===== src/rtl/mem_stage.sv =====
// mem_stage: MIPS MEM stage with MEM/WB register and req/ack data port; define MEM_ALIGN_CHECK_EN to fault misaligned accesses
module mem_stage (
  input  logic        clk,
  input  logic        rst,
  input  logic [31:0] Add_in,
  input  logic [31:0] ALU_in,
  input  logic [31:0] B2_in,
  input  logic [4:0]  Mux_in,
  input  logic        ZF_in,
  input  logic        Branch_in,
  input  logic        MemToWrite_in,
  input  logic        MemRead_in,
  input  logic        Regwrite_in,
  input  logic        MemToReg_in,
  output logic        mem_req,
  output logic        mem_we,
  output logic [31:0] mem_addr,
  output logic [31:0] mem_wdata,
  input  logic [31:0] mem_rdata,
  input  logic        mem_ack,
  output logic        PCSrc_out,
  output logic [31:0] BranchTarget_out,
  output logic        Stall_out,
  output logic        Regwrite_out,
  output logic        MemToReg_out,
  output logic [31:0] ReadData_out,
  output logic [31:0] ALU_out,
  output logic [4:0]  Mux_out,
  output logic        Misalign_out
);
  typedef enum logic [1:0] {IDLE, WAIT, DONE} state_t;
  state_t state_q, state_d;
  logic [31:0] rdata_q, rdata_d;
  logic access, is_load, misalign, req;
  assign access = MemRead_in | MemToWrite_in;
  assign is_load = MemRead_in & ~MemToWrite_in;
`ifdef MEM_ALIGN_CHECK_EN
  assign misalign = access & (ALU_in[1:0] != 2'b00);
  assign mem_addr = ALU_in;
`else
  assign misalign = 1'b0;
  assign mem_addr = {ALU_in[31:2], 2'b00};
`endif
  // a request is live from the first access cycle in IDLE through the ack cycle
  assign req = ~rst & ((state_q == WAIT) | ((state_q == IDLE) & access & ~misalign));
  assign mem_req = req;
  assign Stall_out = req;
  assign mem_we = MemToWrite_in;
  assign mem_wdata = B2_in;
  assign PCSrc_out = ~rst & Branch_in & ZF_in;
  assign BranchTarget_out = Add_in;
  always_comb begin
    state_d = state_q == DONE ? IDLE : req ? (mem_ack ? DONE : WAIT) : state_q;
    rdata_d = req & mem_ack & is_load ? mem_rdata : rdata_q;
  end
  always_ff @(posedge clk) begin
    if (rst) begin
      state_q <= IDLE;
      rdata_q <= '0;
      Regwrite_out <= 1'b0;
      MemToReg_out <= 1'b0;
      Misalign_out <= 1'b0;
      ReadData_out <= '0;
      ALU_out <= '0;
      Mux_out <= '0;
    end else begin
      state_q <= state_d;
      rdata_q <= rdata_d;
      Regwrite_out <= ~req & Regwrite_in & ~misalign;
      MemToReg_out <= ~req & MemToReg_in & ~misalign;
      Misalign_out <= ~req & misalign;
      ReadData_out <= ~req & (state_q == DONE) & is_load ? rdata_q : '0;
      ALU_out <= req ? '0 : ALU_in;
      Mux_out <= req ? '0 : Mux_in;
    end
  end
endmodule


===== config.mk =====
export PLATFORM = sky130hd
export DESIGN_NAME = mem_stage
export DESIGN_NICKNAME = d
export VERILOG_FILES = /design/src/rtl/mem_stage.sv
export SDC_FILE = /design/constraint.sdc
export NUM_CORES = 1
export LEC_CHECK = 0
export CAP_MARGIN = 10
export CORE_AREA = 2 2 122 124
export DETAILED_ROUTE_END_ITERATION = 10
export DIE_AREA = 0 0 124 126
export PLACE_DENSITY = 0.8
export SYNTH_ARGS = -nofsm -noshare
export SYNTH_HDL_FRONTEND = slang
export SYNTH_SLANG_ARGS = --single-unit

===== constraint.sdc =====
create_clock -name clk -period 3.3 [get_ports clk]
set_clock_uncertainty 0.05 [all_clocks]
set_input_delay 0.66 -clock clk [delete_from_list [all_inputs] [get_ports clk]]
set_output_delay 0.66 -clock clk [all_outputs]
set_load 0.005 [all_outputs]

==> flow_metrics.tcl, run 1 <==
set metrics [dict create \
    status "completed" \
    antenna_found_initial 0 \
    cp_max_fo 4 \
    seqPwrFrac_pct 47.3 \
    ys_ff_latch 105 \
    cts_tree "yes" \
    drv_slew 0 \
    wl_per_cell_um 17.1 \
    avgViaCountPerCell 4.21 \
    rows 44 \
    crit_buf_inv 2 \
    regArea_um2 2100 \
    use_met1_pct 14.9 \
    hold_viol 0 \
    clk_pin_slew_ns 0.07 \
    via_count 2861 \
    synth_largest_area_cell "dfxtp_1" \
    layout.cells.most_common "clkdlybuf4s50_1" \
    rsz0062_at_grt "false" \
    cp_data_arrival_time_ns 2.12 \
    drive_above_1_share_pct 5.85 \
    swShare_pct 21.7 \
    met3_usage_pct 7.65 \
    min_path_type "reg2reg" \
    n_antenna_cell 0 \
    die_area_um2 15600 \
    critPathTopFamily "buffers and inverters" \
    power_leakage_nw 2.05 \
    synthToLayoutAreaGrowth_pct 40.5 \
    crit_path_cell_trace "clkdlybuf4s50_1, nor3_1, nor3_1, clkdlybuf4s50_1" \
    detail-route-antenna-nets 0 \
    firstDrtPassIters 4 \
    clock_latency_ns 0.34 \
    rrSetupSlack_ns 1.40 \
    r2r-end "rdata_q[9]$_SDFFE_PP0P_" \
    post_cts_buffers 0 \
    netlist_instances 412 \
    crit_cells 4 \
    tightest_slew_ns 1.10 \
    wl_mm 11.6 \
    clock-sinks 105 \
    max_slew_margin_pct 26.9 \
    grt_util_all_layers_pct 14.7 \
    grt_pass1_vias 2794 \
    crit_type "in2out" \
    synth_top_area_share_pct 52.8 \
    max_freq_mhz 354 \
    final_cell_mix "clkdlybuf4s50_1 (181), dfxtp_1 (105), and2_1 (71), a21oi_1 (33)" \
    dr.first_iter.drc_count 143 \
    slowest_delay_ns 0.60 \
    nets 633 \
    yosysWarnings 0 \
    holdPathEnd "ReadData_out[3]$_SDFF_PP0_" \
    cts_buffer_depth 2 \
    hold_buffers 0 \
    coreArea_um2 14300 \
    fin_crit_sh_pct 85.7 \
    reg2reg_depth 3 \
    reg2reg_from "state_q[1]$_SDFFE_PP0P_" \
    hold_start "rdata_q[3]$_SDFFE_PP0P_" \
    grt.busiest_layer "met2" \
    portBuffers 182 \
    crit_slowest_cell "clkdlybuf4s50_1" \
    ctsResizeCount 0 \
    dp.cells 664 \
    die_w_um 124 \
    setup_viol 0 \
    p_int_mw 2.17 \
    grt_max_degree 40 \
    crit_required_ns 2.59 \
    drcViolationCount 0 \
    n_fill_cell 1431 \
    comb_power_share_pct 10.6 \
    hold-path-cell-count 1 \
    pwr-share-clk_pct 42.1 \
    start_kind "input pin" \
    ir_drop_mv 0.296 \
    netlist_top_cells_area "dfxtp_1 (53%), buf_4 (19%), and2_1 (11%)" \
    power_density_nw_per_um2 496 \
    dp_hpwl_mm 8.99 \
    grt_use_met2_pct 24.9 \
    grt.overflow.total 0 \
    cts.htree.levels 3 \
    root_buffer "clkbuf_16" \
    finalWeightedCongestion 0.757 \
    multi_input_area_um2 1050 \
    netlist_area_um2 3980 \
    power_switching_uw 602 \
    grt_pass1_wl_mm 16.8 \
    ys_seq_area_share_pct 52.8 \
    numCtsBuffers 9 \
    crit_path_end_kind "output port" \
    die_y_um 126 \
    synthDistinctLibCells 21 \
    io_pins 314 \
    fin_crit_ns 2.83 \
    start_util_pct 27.8 \
    max_cap_viol_count 0 \
    setup_tns_ns 0 \
    avgSynthCellArea_um2 9.67 \
    final_cells 680 \
]
[logic make-up (layout without fill, tap and decap cells)]
group | count (synthesis) | in the layout | share of synthesized area (%)
AO/OA/AOI/OAI | 66 | 66 | 8.42
buffers and inverters | 124 | 206 | 21.3
other | 1 | 3 | 0.0941
AND/OR/NAND/NOR | 116 | 116 | 17.4
flip-flops | 105 | 105 | 52.8
[worst max path at each step]
| stage | endpoint | startpoint |
|---|---|---|
| global placement | mem_req | MemToWrite_in |
| finish | mem_req | MemRead_in |
| detailed placement | mem_req | MemRead_in |
| floorplan | mem_req | rst |
| CTS | mem_req | MemRead_in |
| global route | mem_req | MemRead_in |
[flip-flops by register name, indices dropped and copies added (netlist names)]
register and count:
state_q 2, ReadData_out 32, MemToReg_out 1, rdata_q 32, ALU_out 32, Regwrite_out 1
Mux_out 5
[worst reg2reg max path, cell delays in order, from the launching register on]
cell and delay (ns):
dfxtp_1 0.46, nand2b_1 0.88, o21ai_0 0.24, a21oi_1 0.21
[area by class of cell]
type                            count  area share (%)
Clock inverter                      5            1.52
Multi-Input combinational cell    185            18.8
Tap cell                          184            4.11
Inverter                            1          0.0671
Timing Repair Buffer              189            33.6
Clock buffer                       11            4.34
Sequential cell                   105            37.6
[Yosys cell counts]
library cell / number
buf_2: 5
conb_1: 1
o21ai_0: 32
nor3b_2: 1
a21oi_1: 33
or2_2: 1
nand2_1: 1
clkbuf_1: 15
nor3_1: 4
or3b_4: 1
o21ba_2: 1
nand3_1: 32
nor2_1: 2
inv_1: 1
nand2b_1: 1
nor3_4: 1
buf_4: 99
dfxtp_1: 105
nor2b_1: 1
and2_1: 71
clkbuf_2: 4
[through the flow]
step | utilization, % | worst slack, ns | power [mW] | area [µm²] | hold slack [ns]
final | 39.1 | 0.473 | 2.78 | 5600 | 0.390
after global routing | 39.1 | 0.375 | 2.90 | 5600 | 0.417
after CTS | 39.1 | 0.429 | 2.82 | 5600 | 0.397
after detailed placement | 36.8 | 0.431 | 1.64 | 5270 | 0.384
after global placement | 36.8 | 0.443 | 1.64 | 5270 | 0.377
after floorplan | - | 1.36 | 1.51 | 3990 | 0.373
[power groups by stage]
stage                     logic, mW  registers, mW  clock network [mW]
after global placement        0.298           1.34                   0
after global routing          0.318           1.32                1.27
after CTS                     0.301           1.31                1.21
after detailed placement      0.299           1.34                   0
final                         0.295           1.31                1.17
after floorplan               0.168           1.34                   0
[metal layers]
layer | up-vias | wire, µm
li1 | 1386 | -
met1 | 1296 | 4010
met2 | 144 | 5950
met3 | 35 | 1250
met4 | 0 | 421
met5 | - | 0
(Power assumes the default switching activity.)
==> run 2: changes to the inputs <==
- CAP_MARGIN: 10 -> 20
- CORE_AREA: 2 2 122 124 -> 5 5 118 120
- DIE_AREA: 0 0 124 126 -> 0 0 123 125
- PLACE_DENSITY: 0.8 -> 0.87
==> run 2 against run 1 <==
Against the previous run:
- global-route usage is 0.12 points higher
- worst hold slack better by 0.0046 ns
- routed wire length is 0.58% higher
- first-iteration DRC count is 7.0% higher
- clock-buffer cell count stayed put
- total power is 3.0% lower
- critical path type unchanged
- largest power group unchanged
==> flow_metrics.tcl, run 2 (synthesis results as in run 1) <==
set metrics [dict create \
    status "completed" \
    fin_area_um2 5550 \
    nets 631 \
    cts.htree.levels 3 \
    hold-path-cell-count 1 \
    slowest_delay_ns 0.61 \
    start_kind "input pin" \
    hold_buffers 0 \
    rows 42 \
    clock-sinks 105 \
    clock_latency_ns 0.33 \
    startpoint "MemToWrite_in" \
    reg2reg_depth 3 \
    post_cts_buffers 0 \
    dp_slack_ns 0.178 \
    reg.largest.list "ALU_out x32, ReadData_out x32, rdata_q x32" \
    dr.max_layer_used "met5" \
    setup_tns_ns 0 \
    dp_hpwl_mm 9.35 \
    tightest_slew_ns 1.04 \
    cts_buffer_depth 2 \
    cp_data_arrival_time_ns 2.38 \
    firstDrtPassIters 4 \
    crit_required_ns 2.59 \
    wl_met2_mm 6.16 \
    clk_pin_slew_ns 0.06 \
    grt_util_all_layers_pct 14.9 \
    regArea_um2 2100 \
    total_power_mw 2.69 \
    crit_path_end_kind "output port" \
    die_y_um 125 \
    crit_slowest_cell "clkdlybuf4s50_1" \
    placed_cell_area_um2 5240 \
    hold_start "rdata_q[17]$_SDFFE_PP0P_" \
    finalWorstSetupSlack_ns 0.209 \
    start_util_pct 30.9 \
    ctsResizeCount 0 \
    multi_input_area_um2 1050 \
    cp_max_fo 5 \
    die_area_um2 15400 \
    ir_drop_mv 0.333 \
    io_pins 314 \
    die_w_um 123 \
    layout.cells.most_common "clkdlybuf4s50_1" \
    root_buffer "clkbuf_16" \
    avgViaCountPerCell 4.40 \
    finalWeightedCongestion 0.802 \
    grt.overflow.total 0 \
    max_cap_viol_count 0 \
    setup_viol 0 \
    hold_viol 0 \
    grt_pass1_vias 2968 \
    crit_path_cell_trace "clkdlybuf4s50_1, nor3_1, nor3_1, clkdlybuf4s50_1" \
    wl_mm 11.7 \
    wl_per_cell_um 17.5 \
    grt_max_degree 40 \
    reg2reg_from "state_q[1]$_SDFFE_PP0P_" \
    antenna_found_initial 2 \
    power_leakage_nw 2.03 \
    drcViolationCount 0 \
    met1Wirelength_mm 3.60 \
    numCtsBuffers 9 \
    drive_above_1_share_pct 5.47 \
    fin_crit_ns 3.09 \
    portBuffers 182 \
    rsz0062_at_grt "false" \
    crit_type "in2out" \
    power_density_nw_per_um2 485 \
    synthToLayoutAreaGrowth_pct 39.3 \
    holdWs_ns 0.394 \
    detail-route-antenna-nets 0 \
    max_slew_margin_pct 30.9 \
    via_count 2946 \
    cts_tree "yes" \
    dr.first_iter.drc_count 153 \
    n_antenna_cell 0 \
    drv_slew 0 \
    fin_crit_sh_pct 93.7 \
    final_cell_mix "clkdlybuf4s50_1 (182), dfxtp_1 (105), and2_1 (71), a21oi_1 (33)" \
    grt_pass1_wl_mm 17.3 \
    min_path_type "reg2reg" \
    coreArea_um2 12900 \
    n_fill_cell 1222 \
    wl_met3_mm 1.28 \
    max_freq_mhz 323 \
]
## run 2: critical path: cells and delay by family
family | cells | cell delay, ns
buf+inv | 2 | 1.20
simple gates | 2 | 0.53
## run 2: final cells by class
class,count,area share [%]
Sequential cell,105,37.9
Multi-Input combinational cell,185,18.9
Inverter,1,0.0676
Clock buffer,11,4.55
Timing Repair Buffer,187,33.5
Tap cell,176,3.97
Clock inverter,5,1.13
## run 2: stage by stage
stage / instances / utilization (%)
after floorplan: 414 / -
after global placement: 654 / 40.7
after detailed placement: 654 / 40.7
after CTS: 670 / 43.1
after global routing: 670 / 43.1
final: 670 / 43.1
## run 2: power breakdown
part | leakage, nW | switching [mW] | internal (mW)
clock network | 0.154 | 0.458 | 0.635
logic | 1.03 | 0.108 | 0.181
registers | 0.852 | 0.0123 | 1.30
## run 2: routing by layer
metal	track usage [%]	vias up
met5	0	-
met4	8.93	4
met3	6.96	51
met2	26.5	156
met1	13.4	1351
li1	-	1384
## run 2: worst paths after layout
| kind | end | slack [ns] |
|---|---|---|
| max reg2reg | rdata_q[23]$_SDFFE_PP0P_ | 1.49 |
| min | ReadData_out[17]$_SDFF_PP0_ | 0.39 |
| min reg2reg | ReadData_out[17]$_SDFF_PP0_ | 0.39 |
| max | mem_req | 0.21 |
